<file path="src/rtl/regfile_writeback.sv">
// Writeback stage: MEM/WB pipeline register, load alignment/extension, result select,
// register-file write port and retired-instruction counter.
module regfile_writeback #(
    parameter int unsigned XLEN  = 64,
    parameter int unsigned CNT_W = 32
) (
    input  logic             clk,
    input  logic             reset,
    input  logic             mem_valid,
    output logic             mem_ready,
    input  logic             wb_stall,
    input  logic             flush,
    input  logic [XLEN-1:0]  mem_alu_result,
    input  logic [XLEN-1:0]  mem_read_data,
    input  logic [2:0]       mem_funct3,
    input  logic [1:0]       mem_wb_sel,
    input  logic [XLEN-1:0]  mem_pc_plus4,
    input  logic [4:0]       mem_rd,
    input  logic             mem_reg_write,
    output logic [XLEN-1:0]  WriteData,
    output logic [4:0]       rd,
    output logic             RegWrite,
    output logic             wb_valid,
    output logic [CNT_W-1:0] retired_count
);

    localparam logic [1:0] SEL_LOAD = 2'b01;
    localparam logic [1:0] SEL_LINK = 2'b10;

    logic             wb_valid_q, wb_valid_d;
    logic [XLEN-1:0]  alu_q, alu_d;
    logic [XLEN-1:0]  rdata_q, rdata_d;
    logic [XLEN-1:0]  pc4_q, pc4_d;
    logic [2:0]       funct3_q, funct3_d;
    logic [1:0]       wb_sel_q, wb_sel_d;
    logic [4:0]       rd_q, rd_d;
    logic             reg_write_q, reg_write_d;
    logic [CNT_W-1:0] cnt_q, cnt_d;

    logic [2:0]       off;
    logic [7:0]       byte_v;
    logic [15:0]      half_v;
    logic [31:0]      word_v;
    logic [XLEN-1:0]  load_v;

    assign mem_ready = ~wb_stall;

    // Next state: flush beats stall beats capture; retirement counts the instruction leaving WB.
    always_comb begin
        wb_valid_d  = wb_valid_q;
        alu_d       = alu_q;
        rdata_d     = rdata_q;
        pc4_d       = pc4_q;
        funct3_d    = funct3_q;
        wb_sel_d    = wb_sel_q;
        rd_d        = rd_q;
        reg_write_d = reg_write_q;
        cnt_d       = cnt_q + CNT_W'(wb_valid_q & ~wb_stall);

        if (flush) begin
            wb_valid_d  = 1'b0;
            alu_d       = '0;
            rdata_d     = '0;
            pc4_d       = '0;
            funct3_d    = '0;
            wb_sel_d    = '0;
            rd_d        = '0;
            reg_write_d = 1'b0;
        end else if (!wb_stall) begin
            wb_valid_d  = mem_valid;
            alu_d       = mem_alu_result;
            rdata_d     = mem_read_data;
            pc4_d       = mem_pc_plus4;
            funct3_d    = mem_funct3;
            wb_sel_d    = mem_wb_sel;
            rd_d        = mem_rd;
            reg_write_d = mem_reg_write;
        end
    end

    always_ff @(posedge clk or negedge reset) begin
        if (!reset) begin
            wb_valid_q  <= 1'b0;
            alu_q       <= '0;
            rdata_q     <= '0;
            pc4_q       <= '0;
            funct3_q    <= '0;
            wb_sel_q    <= '0;
            rd_q        <= '0;
            reg_write_q <= 1'b0;
            cnt_q       <= '0;
        end else begin
            wb_valid_q  <= wb_valid_d;
            alu_q       <= alu_d;
            rdata_q     <= rdata_d;
            pc4_q       <= pc4_d;
            funct3_q    <= funct3_d;
            wb_sel_q    <= wb_sel_d;
            rd_q        <= rd_d;
            reg_write_q <= reg_write_d;
            cnt_q       <= cnt_d;
        end
    end

    // Lane pick from the doubleword; low offset bits below the access size are ignored.
    always_comb begin
        off    = alu_q[2:0];
        byte_v = rdata_q[{off, 3'b000} +: 8];
        half_v = rdata_q[{off[2:1], 4'b0000} +: 16];
        word_v = rdata_q[{off[2], 5'b00000} +: 32];
        case (funct3_q)
            3'b000:  load_v = {{(XLEN-8){byte_v[7]}}, byte_v};
            3'b001:  load_v = {{(XLEN-16){half_v[15]}}, half_v};
            3'b010:  load_v = {{(XLEN-32){word_v[31]}}, word_v};
            3'b100:  load_v = {{(XLEN-8){1'b0}}, byte_v};
            3'b101:  load_v = {{(XLEN-16){1'b0}}, half_v};
            3'b110:  load_v = {{(XLEN-32){1'b0}}, word_v};
            default: load_v = rdata_q;
        endcase
    end

    always_comb begin
        case (wb_sel_q)
            SEL_LOAD: WriteData = load_v;
            SEL_LINK: WriteData = pc4_q;
            default:  WriteData = alu_q;
        endcase
    end

    // A stalled WB holds its instruction but must not write it twice.
    assign RegWrite      = wb_valid_q & reg_write_q & (rd_q != 5'd0) & ~wb_stall;
    assign rd            = rd_q;
    assign wb_valid      = wb_valid_q;
    assign retired_count = cnt_q;

endmodule

</file>
<file path="config.mk">
export PLATFORM = sky130hd
export DESIGN_NAME = regfile_writeback
export DESIGN_NICKNAME = d
export VERILOG_FILES = /design/src/rtl/regfile_writeback.sv
export SDC_FILE = /design/constraint.sdc
export NUM_CORES = 1
export LEC_CHECK = 0
export ABC_AREA = 1
export BUFFER_PORTS_ARGS = -buffer_cell sky130_fd_sc_hd__buf_2
export CAP_MARGIN = 20
export CORE_ASPECT_RATIO = 0.7
export CORE_MARGIN = 3
export CORE_UTILIZATION = 37
export DETAILED_ROUTE_END_ITERATION = 10
export GPL_TIMING_DRIVEN = 0
export HOLD_SLACK_MARGIN = 0.03
export PLACE_DENSITY = 0.65
export SKIP_LAST_GASP = 1
export SYNTH_ARGS = -nofsm -noshare
export SYNTH_HDL_FRONTEND = slang
export SYNTH_SLANG_ARGS = --single-unit
</file>
<file path="constraint.sdc">
create_clock -name clk -period 6.1 [get_ports clk]
set_clock_uncertainty 0.2 [all_clocks]
set_input_delay 1.22 -clock clk [delete_from_list [all_inputs] [get_ports clk]]
set_output_delay 1.22 -clock clk [all_outputs]
set_load 0.03 [all_outputs]
</file>
==> results of run 1 <==
==> metal layers <==
layer / vias up / share of wire [%] / GRT usage (%)
met5: - / 0.021 / 0
met4: 2 / 2.0 / 6.15
met3: 78 / 11 / 9.24
met2: 814 / 40 / 46.0
met1: 6984 / 47 / 50.9
li1: 6478 / - / -
==> logic make-up (layout without fill, tap and decap cells) <==
| kind of cell | after synthesis | in the layout | share of synthesized area, % |
|---|---|---|---|
| AOI/OAI and AO/OA | 398 | 398 | 15.9 |
| xor gates and xnor gates | 29 | 29 | 1.97 |
| adders and majority gates | 4 | 4 | 0.388 |
| buffers and inverters | 241 | 599 | 7.74 |
| DFF | 236 | 236 | 45.8 |
| and+or+nand+nor | 827 | 827 | 28.1 |
==> state kept, by name (all words and copies together), names as in the netlist <==
signal         count
rd                 5
pc4_q             64
alu_q             64
wb_sel_q           2
funct3_q           3
retired_count     32
wb_valid           1
reg_write_q        1
rdata_q           64
==> layout by cell type, fill, tap and decap left out, types with 2 or more instances in the layout <==
master     instances
ha_1               4
dfrtp_1          236
buf_2            338
nand3_4            3
clkinv_2           3
o211ai_1           8
buf_16             2
a211oi_1           4
xnor2_1           14
nand3_1          305
inv_2             11
nand2_1          380
nor3_1            10
clkbuf_16         27
xor2_1            15
inv_1             90
nor2_2             3
clkbuf_1          97
a22oi_2            2
buf_4              7
o21ai_0          129
nand4_1            9
nand3_2            2
buf_1              9
nor2_1           109
buf_6              4
a21oi_1          248
a22oi_1            3
clkbuf_8           6
==> final cells by class <==
cell class / instances / area [um^2]
fillers: 3529 / 18000
multi-input cells: 1258 / 5980
flip-flops and latches: 236 / 5910
repair buffers: 312 / 1620
clock buffers: 39 / 781
plain buffers: 140 / 618
well taps: 464 / 581
inverters: 101 / 379
clock inverters: 7 / 72.6
==> synthesized netlist by cell type (all sizes together) <==
| cell type | number |
|---|---|
| nand2 | 380 |
| nand3 | 310 |
| a21oi | 248 |
| dfrtp | 236 |
| o21ai | 129 |
| nor2 | 113 |
| inv | 101 |
| clkbuf | 91 |
| buf | 49 |
| xor2 | 15 |
| xnor2 | 14 |
| nor3 | 12 |
| nand4 | 9 |
| o211ai | 8 |
| a22oi | 5 |
| a211oi | 4 |
| ha | 4 |
| nand3b | 2 |
| a21boi | 1 |
| a31oi | 1 |
| nor4 | 1 |
| o21a | 1 |
| o311ai | 1 |
==> report_power, final <==
group          internal, mW  total, mW  switching (mW)
combinational         0.279       1.03           0.753
clock                 0.927       1.61           0.683
sequential             1.66       1.73          0.0707
==> worst max path at each step <==
stage | startpoint | to | slack [ns] | depth (start not counted)
floorplan | wb_stall | RegWrite | 2.65 | 5
global placement | reset | rd[0] | -0.78 | 1
detailed placement | wb_stall | mem_ready | 1.64 | 5
CTS | wb_stall | mem_ready | 1.64 | 5
global route | wb_sel_q[0] | WriteData[24] | 1.50 | 8
finish | wb_sel_q[0] | WriteData[24] | 1.53 | 8
==> worst max-delay path, stage by stage, from the launching register on <==
cell and delay, ns:
dfrtp_1 0.35, inv_1 0.06, ha_1 0.27, buf_2 0.19
buf_2 0.27, clkbuf_1 0.65, a21oi_1 0.09, a21oi_1 0.43
buf_2 0.29
==> qor.txt, run 1 <==
=================================================================================
Final HPWL from detailed placement                                        49.5 mm
Outcome                                                              finished, final reports clean
Dominant cells by area after synthesis                               dfrtp_1, nand3_1, nand2_1, a21oi_1, o21ai_0
Worst Setup Start Kind                                                  flip-flop
Final ANT Viol Nets                                                             0
Count of buffers added by post-CTS timing repair for setup                      0
Total Routing Usage GR                                                      33.0%
Mean instance size in the synthesized netlist                           7.43 um^2
Clock period minus worst slack                                            4.57 ns
Register clock-pin slew on the reported worst setup and hold paths        0.06 ns
Share of the synthesized area in the top cell type                          45.8%
Netlist area before placement                                          12900 um^2
Hold buffer count at CTS                                                        0
Y dimension of the die                                                     162 um
Hold slack                                                               0.271 ns
Largest net degree at the start of global routing                             104
First-pass GRT wire length                                                91.4 mm
Top fanout value on the critical path                                          10
Final core area utilization                                                 47.0%
Cell at the root of the clock tree                                      clkbuf_16
Latest clock arrival within the worst-skew pair                           0.55 ns
Starting Density                                                            38.0%
Total via count in the routed design                                        14356
Total non-filler cell area in the finished layout                      15900 um^2
Average wire length per cell after detail routing                         24.5 um
Setup TNS                                                                    0 ns
Number of optimization iterations in the first detailed-route pass              6
R2R cell count                                                                 12
Total Die Area                                                         37100 um^2
DRC errors left                                                                 0
Critical R2R Launch                                                      wb_valid
Setup slack, reg-to-reg                                                   3.60 ns
Hold path cells                                                                 1
Unrepaired setup endpoints after global routing                                no
Highest Clock Rate                                                      0.219 GHz
Syn nets                                                                     1947
Worst min path class                                                   reg -> reg
Placed cell areas                                                      15100 um^2
Number of library cell types mapped by synthesis                               35
Count of maximum capacitance violations                                         0
Startpoint of the most critical hold path                            retired_count[31]
Cell row count                                                                 56
Number of nets in the finished design                                        2287
Seq/Total Area, Yosys                                                       45.8%
Number of global-route vias before repair                                   13950
Transition at the pin with the smallest max-transition slack              1.06 ns
Buffers added on ports                                                        310
Area added between synthesis and finish                                     23.7%
Worst ir drop on vdd                                                   0.000169 V
Total number of yosys warnings                                                  0
Share of layout cells above drive strength 1                                19.9%
Post-layout total power                                                   4.37 mW
Critical Path AT                                                          3.15 ns
First-iteration detailed-routing DRC count                                   1846
Antenna cells                                                                   0
I/O pin count                                                                 312
Total of cells resized after clock tree synthesis                               0
Synthesized instance count                                                   1735
Flip-flop and latch count after synthesis                                     236
Number of antenna violations at the first check in global routing               2
Horizontal extent of the die                                               229 um
Worst slew margin relative to its limit                                     29.6%
Count of final setup violators                                                  0
Least setup slack across all paths after layout                           1.53 ns
Leakage power                                                             8.01 nW
TritonCTS clock tree                                                         done
Crit path kind                                                         reg -> out
Post-placement setup slack                                                1.64 ns
Cell accounting for the most synthesized area                             dfrtp_1
Total overflow reported by the global router                                    0
Largest buffer count on any clock path                                          3
H-Tree Depth                                                                    1
Ratio of routed vias to standard cells                                       5.61
Worst Hold Path EP                                                   retired_count[31]
Final wirelength                                                          62.8 mm
Non-Filler Instances                                                         2557
Cell total after placement                                                   2511
Power density of the placed cells                                     274 nW/um^2
Final period utilization                                                    74.9%
Final number of max-transition violations                                       0
Setup crit end kind                                                    output pin
Placer Congestion                                                           0.994
Clk sink count                                                                236
Data required time at the worst endpoint                                  4.68 ns
Core box area                                                          33900 um^2
TritonCTS Buffers                                                              26
Final Hold Vio Count                                                            0
Critical R2R Capture                                                 retired_count[30]
=================================================================================
Power figures use the tool's default switching activity.
==> run 2: changes to the inputs <==
--- a/config.mk
+++ b/config.mk
@@ -14,7 +14,7 @@
 export DETAILED_ROUTE_END_ITERATION = 10
 export GPL_TIMING_DRIVEN = 0
 export HOLD_SLACK_MARGIN = 0.03
-export PLACE_DENSITY = 0.65
+export PLACE_DENSITY = 0.67
 export SKIP_LAST_GASP = 1
 export SYNTH_ARGS = -nofsm -noshare
 export SYNTH_HDL_FRONTEND = slang
==> constraint.sdc (replaced) <==
create_clock -name clk -period 3.9 [get_ports clk]
set_clock_uncertainty 0.2 [all_clocks]
set_input_delay 0.78 -clock clk [delete_from_list [all_inputs] [get_ports clk]]
set_output_delay 0.78 -clock clk [all_outputs]
set_load 0.03 [all_outputs]
==> run 2 against run 1 <==
  * Critical path depth is the same
  * Worst hold slack lost 0.013 ns
  * Power grew 55%
  * Sequential cell count is the same
  * Largest power group unchanged
==> qor.txt, run 2 (synthesized netlist as in run 1, its figures left out) <==
=================================================================================
Unrepaired setup endpoints after global routing                               yes
Final Hold Vio Count                                                            0
Top fanout value on the critical path                                          10
Final HPWL from detailed placement                                        49.0 mm
Y dimension of the die                                                     162 um
Average wire length per cell after detail routing                         24.4 um
Number of optimization iterations in the first detailed-route pass              6
Transition at the pin with the smallest max-transition slack              1.07 ns
H-Tree Depth                                                                    1
Final ANT Viol Nets                                                             0
First-iteration detailed-routing DRC count                                   1761
Setup slack, reg-to-reg                                                   1.55 ns
Largest buffer count on any clock path                                          3
Clk sink count                                                                236
Total Die Area                                                         37100 um^2
Area added between synthesis and finish                                     23.6%
Count of maximum capacitance violations                                         0
DRC errors left                                                                 0
R2R cell count                                                                 12
Cell row count                                                                 56
Register clock-pin slew on the reported worst setup and hold paths        0.06 ns
Final period utilization                                                    98.7%
Leakage power                                                             8.02 nW
Total via count in the routed design                                        14375
Switching Power                                                           2.36 mW
Share of layout cells above drive strength 1                                20.4%
Final wirelength                                                          62.5 mm
Most common library cell in the layout ignoring fill and taps             nand2_1
Total overflow reported by the global router                                    0
Buffers added on ports                                                        310
Least setup slack across all paths after layout                         0.0510 ns
Internal power                                                            4.39 mW
First-pass GRT wire length                                                90.7 mm
Comb power frac                                                             23.8%
Antenna cells                                                                   0
Cell at the root of the clock tree                                      clkbuf_16
Critical R2R Launch                                                      wb_valid
Outcome                                                              finished, final reports clean
Final-layout fill cell count                                                 3521
I/O pin count                                                                 312
Number of global-route vias before repair                                   14048
Launch point of the worst path                                           alu_q[2]
Worst Setup Start Kind                                                  flip-flop
Core box area                                                          33900 um^2
TritonCTS Buffers                                                              26
Reg power frac                                                              40.0%
Worst slew margin relative to its limit                                     29.0%
Crit path kind                                                         reg -> out
TritonCTS clock tree                                                         done
Worst min path class                                                    in -> reg
Ratio of routed vias to standard cells                                       5.62
Final number of max-transition violations                                       0
Placer Congestion                                                            1.04
Crit path capture                                                    WriteData[24]
Commonest non-fill, non-tap cells in the layout                      nand2_1, buf_2, nand3_1
Latest clock arrival within the worst-skew pair                           0.55 ns
Worst ir drop on vdd                                                   0.000271 V
Startpoint of the most critical hold path                            mem_pc_plus4[45]
Share of total power consumed by net switching                              35.0%
Critical Path AT                                                          2.87 ns
Largest registers                                                    alu_q (64), pc4_q (64), rdata_q (64)
Clock period minus worst slack                                            3.85 ns
Post-placement setup slack                                               0.229 ns
Post-layout total power                                                   6.75 mW
Setup crit end kind                                                    output pin
Number of nets in the finished design                                        2287
Number of antenna violations at the first check in global routing               0
Horizontal extent of the die                                               229 um
Power density of the placed cells                                     424 nW/um^2
Data required time at the worst endpoint                                  2.92 ns
Starting Density                                                            38.0%
Count of final setup violators                                                  0
Critical R2R Capture                                                 retired_count[30]
Clock power frac                                                            36.2%
Highest Clock Rate                                                      0.260 GHz
Total Routing Usage GR                                                      32.8%
Largest net degree at the start of global routing                             109
=================================================================================
## run 2: cell count changes in the layout (fill, tap and decap cells not counted), sizes merged
cell         change
clkinv           +2
clkbuf           -1
inv              -1
bufinv           -1
dlygate4sd3      +1
## run 2: layer usage
layer / wire length [um] / vias to the layer above / track usage [%]
met1: 28700 / 7012 / 49.5
met3: 7030 / 97 / 9.29
met5: 69 / - / 1.43
li1: - / 6480 / -
met4: 1700 / 2 / 8.43
met2: 25000 / 784 / 45.7
## run 2: final cells by class
class / count / area (um^2) / share of cell area [%]
Multi-Input combinational cell: 1258 / 6000 / 37.7
Sequential cell: 236 / 5910 / 37.1
Timing Repair Buffer: 313 / 1630 / 10.2
Clock buffer: 39 / 771 / 4.84
Buffer: 139 / 624 / 3.92
Tap cell: 464 / 581 / 3.65
Inverter: 101 / 379 / 2.38
Clock inverter: 7 / 37.5 / 0.236
## run 2: how the worst min path moves through the flow
| stage | slack [ns] | cells after the start | end |
|---|---|---|---|
| 2_1_floorplan | 0.27 | 2 | reg_write_q |
| 3_3_place_gp | 0.26 | 1 | retired_count[31] |
| 3_5_place_dp | 0.27 | 1 | retired_count[31] |
| 4_1_cts | 0.24 | 3 | rd[0] |
| 5_1_grt | 0.26 | 3 | pc4_q[45] |
| 6_report | 0.26 | 3 | pc4_q[45] |
## run 2: worst max-delay path, cell delays in order, from the launching register on
cell and delay [ns]:
dfrtp_1 0.37, buf_2 0.20, buf_4 0.20, o21ai_0 0.51
o21ai_0 0.34, nand3_1 0.18, nand2_1 0.09, a21oi_1 0.20
buf_2 0.24
## run 2: power by group through the flow
stage	sequential [mW]	clock [mW]	combinational, mW
final	2.70	2.44	1.61
after global routing	2.71	2.56	1.72
after CTS	2.70	2.46	1.57
after detailed placement	2.74	0	1.57
after global placement	2.73	0	1.56
after floorplan	2.76	0	0.843
## run 2: timing repair
action,in CTS,in global routing
gates resized for setup,2,18
endpoints found under the setup margin,3,18
setup buffers,0,0
hold buffers,1,0
hold endpoints to repair,25,0
## run 2: stage by stage
step           setup TNS [ns]  area, um^2  instances  utilization [%]  hold WS, ns
2_1_floorplan               0       12900       1735                -        0.273
3_3_place_gp          -589.98       15000       2509             44.3        0.258
3_5_place_dp                0       15100       2511             44.5        0.266
4_1_cts                     0       15900       2557             46.9        0.237
5_1_grt               -0.0200       15900       2557             46.9        0.257
6_report                    0       15900       2557             46.9        0.258
==> run 3: changes to the inputs <==
--- a/config.mk
+++ b/config.mk
@@ -9,7 +9,7 @@
 export BUFFER_PORTS_ARGS = -buffer_cell sky130_fd_sc_hd__buf_2
 export CAP_MARGIN = 20
 export CORE_ASPECT_RATIO = 0.7
-export CORE_MARGIN = 3
+export CORE_MARGIN = 2
 export CORE_UTILIZATION = 37
 export DETAILED_ROUTE_END_ITERATION = 10
 export GPL_TIMING_DRIVEN = 0
==> run 3 against run 2 <==
  * Via count up 1.2%
  * Non-clock buffer count unchanged
  * Utilization down 0.83 points
  * Largest cell class unchanged
==> qor.txt, run 3 (synthesized netlist as in run 1, its figures left out) <==
=================================================================================
Highest Clock Rate                                                      0.260 GHz
Final ANT Viol Nets                                                             0
Cell-by-cell listing of the critical path                            buf_2, buf_4, o21ai_0, nor2_1, o211ai_1, nand2_1, a21oi_1, buf_2
Final HPWL from detailed placement                                        48.1 mm
Ratio of routed vias to standard cells                                       5.66
Setup TNS                                                                    0 ns
Power density of the placed cells                                     421 nW/um^2
Non-Filler Instances                                                         2567
Placer Congestion                                                            1.05
Setup crit end kind                                                    output pin
Unrepaired setup endpoints after global routing                                no
First-iteration detailed-routing DRC count                                   1677
Largest net degree at the start of global routing                              94
Average wire length per cell after detail routing                         23.8 um
Cell row count                                                                 57
Total Die Area                                                         36400 um^2
TritonCTS clock tree                                                         done
Post-layout total power                                                   6.71 mW
Least setup slack across all paths after layout                         0.0591 ns
CP max stage cell                                                         o21ai_0
Top fanout value on the critical path                                          10
Buffers added on ports                                                        310
Cell total after placement                                                   2519
Worst slew margin relative to its limit                                     34.8%
Critical Path AT                                                          2.86 ns
Number of optimization iterations in the first detailed-route pass              6
I/O pin count                                                                 312
Worst min path class                                                    in -> reg
Placed cell areas                                                      15100 um^2
Total Routing Usage GR                                                      33.2%
Hold slack                                                               0.253 ns
Clk sink count                                                                236
Max stage delay on crit path                                              0.50 ns
Most common library cell in the layout ignoring fill and taps             nand2_1
First-pass GRT wire length                                                88.3 mm
Total overflow reported by the global router                                    0
Cell at the root of the clock tree                                      clkbuf_16
Horizontal extent of the die                                               227 um
Final wirelength                                                          61.2 mm
H-Tree Depth                                                                    1
Register clock-pin slew on the reported worst setup and hold paths        0.07 ns
Number of nets in the finished design                                        2286
Clock period minus worst slack                                            3.84 ns
Total via count in the routed design                                        14541
Outcome                                                              finished, final reports clean
Largest buffer count on any clock path                                          3
Number of antenna violations at the first check in global routing               2
Final Hold Vio Count                                                            0
Transition at the pin with the smallest max-transition slack             0.978 ns
TritonCTS Buffers                                                              25
Starting Density                                                            37.3%
Data required time at the worst endpoint                                  2.92 ns
Y dimension of the die                                                     160 um
Leakage power                                                             8.02 nW
Latest clock arrival within the worst-skew pair                           0.55 ns
Total non-filler cell area in the finished layout                      15900 um^2
Area added between synthesis and finish                                     23.6%
Core box area                                                          34500 um^2
Count of final setup violators                                                  0
Share of layout cells above drive strength 1                                20.4%
Critical Path Most Common Cell                                              buf_2
Commonest non-fill, non-tap cells in the layout                      nand2_1, buf_2, nand3_1
Largest registers                                                    alu_q (64), pc4_q (64), rdata_q (64)
Final core area utilization                                                 46.1%
Count of maximum capacitance violations                                         0
DRC errors left                                                                 0
Number of global-route vias before repair                                   13820
Crit path kind                                                         reg -> out
Final period utilization                                                    98.5%
Worst Setup Start Kind                                                  flip-flop
Post-placement setup slack                                               0.177 ns
Worst ir drop on vdd                                                   0.000276 V
Final number of max-transition violations                                       0
=================================================================================
run 3: where the power goes:
group / total [mW] / internal (mW) / switching, mW
Clock: 2.41 / 1.34 / 1.08
Sequential: 2.70 / 2.59 / 0.106
Combinational: 1.60 / 0.437 / 1.16
Total: 6.71 / 4.36 / 2.35
run 3: metal layers:
metal | track usage [%] | up-vias | share of wire (%)
li1 | - | 6487 | -
met1 | 50.9 | 7123 | 46
met2 | 44.8 | 818 | 40
met3 | 9.40 | 113 | 11
met4 | 9.69 | 0 | 3.1
met5 | 0 | - | 0
run 3: timing repair:
action	in CTS	in global routing
hold endpoints to repair	11	0
setup buffers	0	0
gates resized for setup	1	18
setup endpoints to repair	2	30
hold buffers	1	0
run 3: path summary, 6_finish.rpt:
check	from	end	slack (ns)	cells after the start
max reg2reg	wb_valid	retired_count[20]	1.50	12
max in group asynchronous	reset	rd[2]	2.00	3
min reg2reg	retired_count[31]	retired_count[31]	0.27	1
max	alu_q[2]	WriteData[0]	0.06	8
min in group asynchronous	reset	rdata_q[39]	0.59	2
min	mem_reg_write	reg_write_q	0.25	3
run 3: area by class of cell:
| cell class | count | area [um^2] |
|---|---|---|
| tap | 472 | 591 |
| inverter | 101 | 379 |
| fill | 3577 | 18600 |
| multi-input combinational | 1258 | 5980 |
| clock inverter | 9 | 55.1 |
| buffer | 139 | 624 |
| clock buffer | 37 | 751 |
| timing repair buffer | 313 | 1630 |
| antenna | 2 | 5.00 |
| sequential | 236 | 5910 |
run 3: critical path: cells and delay by family, from the launching register on:
kind                   cells  cell delay [ns]
flip-flops                 1             0.36
AND/OR/NAND/NOR            2             0.27
buffers and inverters      3             0.66
AO/OA/AOI/OAI              3             1.01
